**config.mk**
```make
export PLATFORM = sky130hd
export DESIGN_NAME = countdown_timer
export DESIGN_NICKNAME = d
export VERILOG_FILES = /design/src/rtl/countdown_timer.sv
export SDC_FILE = /design/constraint.sdc
export NUM_CORES = 1
export LEC_CHECK = 0
export ABC_AREA = 1
export CAP_MARGIN = 0
export CORE_MARGIN = 5
export CORE_UTILIZATION = 30
export CTS_BUF_LIST = sky130_fd_sc_hd__clkbuf_16
export DETAILED_ROUTE_END_ITERATION = 6
export GPL_TIMING_DRIVEN = 0
export SLEW_MARGIN = 10
export SYNTH_ARGS = -nofsm -noshare
export SYNTH_HDL_FRONTEND = slang
export SYNTH_SLANG_ARGS = --single-unit
```
**constraint.sdc**
```tcl
create_clock -name clk -period 2.6 [get_ports clk]
set_input_delay 0.52 -clock clk [delete_from_list [all_inputs] [get_ports clk]]
set_output_delay 0.52 -clock clk [all_outputs]
set_load 0.005 [all_outputs]
```
**src/rtl/countdown_timer.sv**
```systemverilog
// Minute:second countdown with one-second prescaler, start-edge detect and BCD digit outputs.
// Feeds the seven-segment driver and signals completion to the fan control logic.
module countdown_timer #(
    parameter int unsigned TICK_DIV = 50_000_000
) (
    input  logic       clk,
    input  logic       rst,
    input  logic [7:0] min_in,
    input  logic [7:0] sec_in,
    input  logic       count_begin,
    input  logic       abort,
    output logic [7:0] min_left,
    output logic [7:0] sec_left,
    output logic [3:0] min_tens,
    output logic [3:0] min_ones,
    output logic [3:0] sec_tens,
    output logic [3:0] sec_ones,
    output logic       running,
    output logic       done,
    output logic       expired
);

    typedef enum logic [1:0] {IDLE, RUN, DONE} state_t;

    localparam logic [25:0] TICK_LAST = 26'(TICK_DIV - 1);

    state_t      state;
    logic [25:0] presc;
    logic        begin_q;
    logic        start;
    logic        drop;
    logic        tick;
    logic        preset_zero;
    logic [7:0]  min_c;
    logic [7:0]  sec_c;

    assign start       = count_begin & ~begin_q;
    assign drop        = begin_q & ~count_begin;
    assign tick        = (presc == TICK_LAST);
    assign min_c       = (min_in > 8'd59) ? 8'd59 : min_in;
    assign sec_c       = (sec_in > 8'd59) ? 8'd59 : sec_in;
    assign preset_zero = (min_c == 8'd0) && (sec_c == 8'd0);

    always_ff @(posedge clk) begin
        if (rst) begin
            state    <= IDLE;
            presc    <= '0;
            begin_q  <= 1'b0;
            min_left <= '0;
            sec_left <= '0;
            running  <= 1'b0;
            done     <= 1'b0;
            expired  <= 1'b0;
        end else begin
            begin_q <= count_begin;
            done    <= 1'b0;
            if (abort) begin
                state    <= IDLE;
                presc    <= '0;
                running  <= 1'b0;
                expired  <= 1'b0;
                min_left <= min_c;
                sec_left <= sec_c;
            end else begin
                case (state)
                    // IDLE and DONE share the start rules; DONE only falls back on a count_begin drop
                    IDLE, DONE: begin
                        if (start) begin
                            presc <= '0;
                            if (preset_zero) begin
                                state    <= DONE;
                                done     <= 1'b1;
                                expired  <= 1'b1;
                                running  <= 1'b0;
                                min_left <= '0;
                                sec_left <= '0;
                            end else begin
                                state    <= RUN;
                                running  <= 1'b1;
                                expired  <= 1'b0;
                                min_left <= min_c;
                                sec_left <= sec_c;
                            end
                        end else if ((state == IDLE) || drop) begin
                            state    <= IDLE;
                            expired  <= 1'b0;
                            min_left <= min_c;
                            sec_left <= sec_c;
                        end
                    end
                    RUN: begin
                        if (tick) begin
                            presc <= '0;
                            if (sec_left != 8'd0) begin
                                sec_left <= sec_left - 8'd1;
                                if ((sec_left == 8'd1) && (min_left == 8'd0)) begin
                                    state   <= DONE;
                                    done    <= 1'b1;
                                    expired <= 1'b1;
                                    running <= 1'b0;
                                end
                            end else if (min_left != 8'd0) begin
                                min_left <= min_left - 8'd1;
                                sec_left <= 8'd59;
                            end
                        end else begin
                            presc <= presc + 26'd1;
                        end
                    end
                    default: begin
                        state   <= IDLE;
                        running <= 1'b0;
                        expired <= 1'b0;
                    end
                endcase
            end
        end
    end

    function automatic logic [7:0] to_bcd(input logic [7:0] v);
        logic [3:0] t;
        if (v >= 8'd50)      t = 4'd5;
        else if (v >= 8'd40) t = 4'd4;
        else if (v >= 8'd30) t = 4'd3;
        else if (v >= 8'd20) t = 4'd2;
        else if (v >= 8'd10) t = 4'd1;
        else                 t = 4'd0;
        return {t, 4'(v - 8'(t) * 8'd10)};
    endfunction

    always_comb begin
        {min_tens, min_ones} = to_bcd(min_left);
        {sec_tens, sec_ones} = to_bcd(sec_left);
    end

endmodule
```
==> results.toml <==
[yosys]
synth_top_family_by_area = "simple AND/OR/NAND/NOR gates"
ys_ff_latch = 47
synth_cell_type_count = 42
netlist_area_um2 = 3790
seq_area_frac_synth_pct = 24.8
yosys.area_share.simple_pct = 44.9
avgSynthCellArea_um2 = 6.12
synth_adder_area_share_pct = 4.36
yosysWarnings = 0
netlist_instances = 619
muxShareOfSynthArea_pct = 0
synthXorXnorAreaFrac_pct = 3.01
synth-compound-area-share_pct = 12.3

[place]
dp.final_hpwl_um = 8500
pre_cts_ws_ns = -0.612
post-place-cells = 842
gp_congestion = 0.934
portBuffers = 50

[clock_tree]
cts-buffers-inserted = 5
cts_tree = "done"
cts_buffer_depth = 2
cts_sinks = 47
h-tree-depth = 2
clk_pin_slew_ns = 0.07
insertion_delay_ns = 0.29
cts_root_buf = "clkbuf_16"

[worst_setup_path]
endpoint_kind = "primary output"
critPathLaunchType = "flop"
crit_buf_inv = 3
cp.arrival_ns = 2.35
criticalPathCategory = "reg -> out"
cp-startpoint = "sec_left[4]"
critical_path_required_ns = 2.08
cpMaxStageDelayCell = "dfxtp_2"
crit_family = "adder cells"
r2r_start = "presc[0]"
cp_cell_sequence = "inv_1 -> nor2_1 -> inv_1 -> o21ai_1 -> nand2_1 -> nand2_1 -> nand2_2 -> ha_4 -> fa_2 -> xnor2_2 -> xor2_1 -> buf_2"
cpPeakStageDelay_ns = 0.42
cp_max_fo = 6

[drt]
ant_nets = 0
via_per_inst = 4.84
detail_route.wl_per_cell_um = 13.0
dr.pass1.iters = 5
vias = 4215
drtIter0Drc = 200
drc = 0
drt_wl_total_um = 11300

[sta]
timing.final.crit_share_pct = 110
worst_pin_slew_ns = 0.601
max-slew-margin-rel_pct = 59.9
rsz0062_at_grt = "true"
setup_violations = 4
drv_slew = 0
finalCriticalPeriod_ns = 2.87
setup_ws_ns = -0.273
fmax_ghz = 0.348
finClkSkew_ns = 0.00744
finalHoldViolations = 0

[final_layout]
diodes = 0
drive_gt1_share_pct = 19.2
area_delta_synth_final_pct = 31.4
instances_no_fill = 871
nets = 731

[grt]
antenna_found_initial = 0
grt_pass1_vias = 4102
grt_max_degree = 15
overflow = 0
grtUsageTotal_pct = 15.3
grt_pass1_wl_um = 18800

[die]
core_area_um2 = 12500
die_h_um = 122
dieArea_um2 = 15000
die_x_um = 122
initial_core_util_pct = 30.3
io_pins = 55
rows = 41

[min_path]
hold_path.class = "reg -> reg"
worstHoldStart = "presc[8]"

[pwr]
pwr-share-comb_pct = 34.6
power.density_nw_per_um2 = 438
swShare_pct = 32.7
p_int_mw = 1.47
leakage_nw = 2.01
vdd_drop_max_uv = 238
seq_power_share_pct = 36.1
p_switching_mw = 0.712
clkPwrFrac_pct = 29.4

[run]
maxCapViolCount = 0

[status]
violations = "negative setup slack"
status = "finished, violations left"
## flip-flops by register name, indices dropped and copies added (netlist names)
| name | flops |
|---|---|
| running | 1 |
| expired | 1 |
| min_left | 8 |
| sec_left | 8 |
| state | 1 |
| done | 1 |
| begin_q | 1 |
| presc | 26 |
## metal layers
| metal | track usage (%) | share of wire (%) |
|---|---|---|
| met2 | 27.1 | 48 |
| met3 | 2.95 | 4.7 |
| met1 | 18.7 | 45 |
| met4 | 4.34 | 2.0 |
| met5 | 0 | 0 |
## path summary, 6_finish.rpt
path / to / slack [ns] / depth (start not counted)
worst max register to register: sec_left[1] / 0.51 / 11
worst min-delay path: presc[8] / 0.49 / 2
worst min register to register: presc[8] / 0.49 / 2
worst max-delay path: sec_ones[3] / -0.27 / 12
## worst reg2reg max path, stage by stage (launching register included)
cell and delay [ns]:
dfxtp_1 0.43, ha_1 0.32, nand2_2 0.14, nor2_4 0.18, nand2_1 0.09, nor2_2 0.11
nand2_2 0.08, nand3_2 0.11, nand4_4 0.14, buf_6 0.19, nor2_1 0.13, nor2_1 0.06
## stage by stage
stage               util [%]  area, um2  hold WS, ns  setup TNS, ns  power, mW
floorplan                  -       3790        0.453              0       1.16
global placement        36.0       4510        0.469          -1.40       1.45
detailed placement      36.0       4510        0.478          -1.60       1.45
CTS                     38.7       4850        0.491         -0.778       2.16
global route            39.8       4980        0.526          -1.11       2.31
finish                  39.8       4980        0.492         -0.605       2.18
## synth_stat cells, drive strengths merged
library cell	n	share of area, %
nand2	188	20
nor2	89	10
inv	68	6.7
dfxtp	47	25
nand3	43	6.3
a21oi	39	5.2
o21ai	35	4.7
nand4	26	5.5
buf	16	2.9
nor3	16	2.2
ha	10	3.3
xor2	10	2.3
clkbuf	7	0.69
or2	5	0.83
a21o	4	0.79
xnor2	3	0.69
a31oi	2	0.33
a41oi	2	0.46
fa	2	1.1
a22oi	1	0.20
clkinv	1	0.099
conb	1	0.099
nor3b	1	0.20
o211a	1	0.26
o22ai	1	0.17
o31a	1	0.23
## cell type report
type / instances / area, um2
Sequential cell: 47 / 983
Multi-Input combinational cell: 481 / 2580
Buffer: 23 / 140
Clock buffer: 5 / 125
Fill cell: 1352 / 7540
Tap cell: 172 / 215
Clock inverter: 2 / 13.8
Inverter: 69 / 267
Timing Repair Buffer: 72 / 656
## power by group through the flow
| stage | clock, mW | combinational (mW) | sequential (mW) |
|---|---|---|---|
| 4_1_cts | 0.656 | 0.723 | 0.784 |
| 5_1_grt | 0.683 | 0.841 | 0.791 |
| 3_3_place_gp | 0 | 0.656 | 0.790 |
| 3_5_place_dp | 0 | 0.663 | 0.791 |
| 6_report | 0.640 | 0.754 | 0.786 |
| 2_1_floorplan | 0 | 0.374 | 0.786 |
## placed cells by master (no fill, tap or decap), drive strengths merged, types with 5 or more instances in the layout
master	netlist	final
nand2	188	188
nor2	89	89
inv	68	68
dfxtp	47	47
clkdlybuf4s50	0	43
nand3	43	43
buf	16	43
a21oi	39	39
o21ai	35	35
nand4	26	26
nor3	16	16
clkbuf	7	12
xor2	10	10
ha	10	10
or2	5	5
## logic make-up (layout without fill, tap and decap cells)
family	after synthesis	after routing
simple gates	368	368
fa+ha+maj	12	12
xor+xnor	13	13
flops	47	47
other cells	1	2
compound gates	86	86
buf+inv	92	171
## what timing repair did
action	4_1_cts	5_1_grt
resized for setup	59	32
setup endpoints to repair	6	7
hold buffers	0	0
buffers inserted	17	7
pin swaps	18	21
Power figures use the tool's default switching activity.
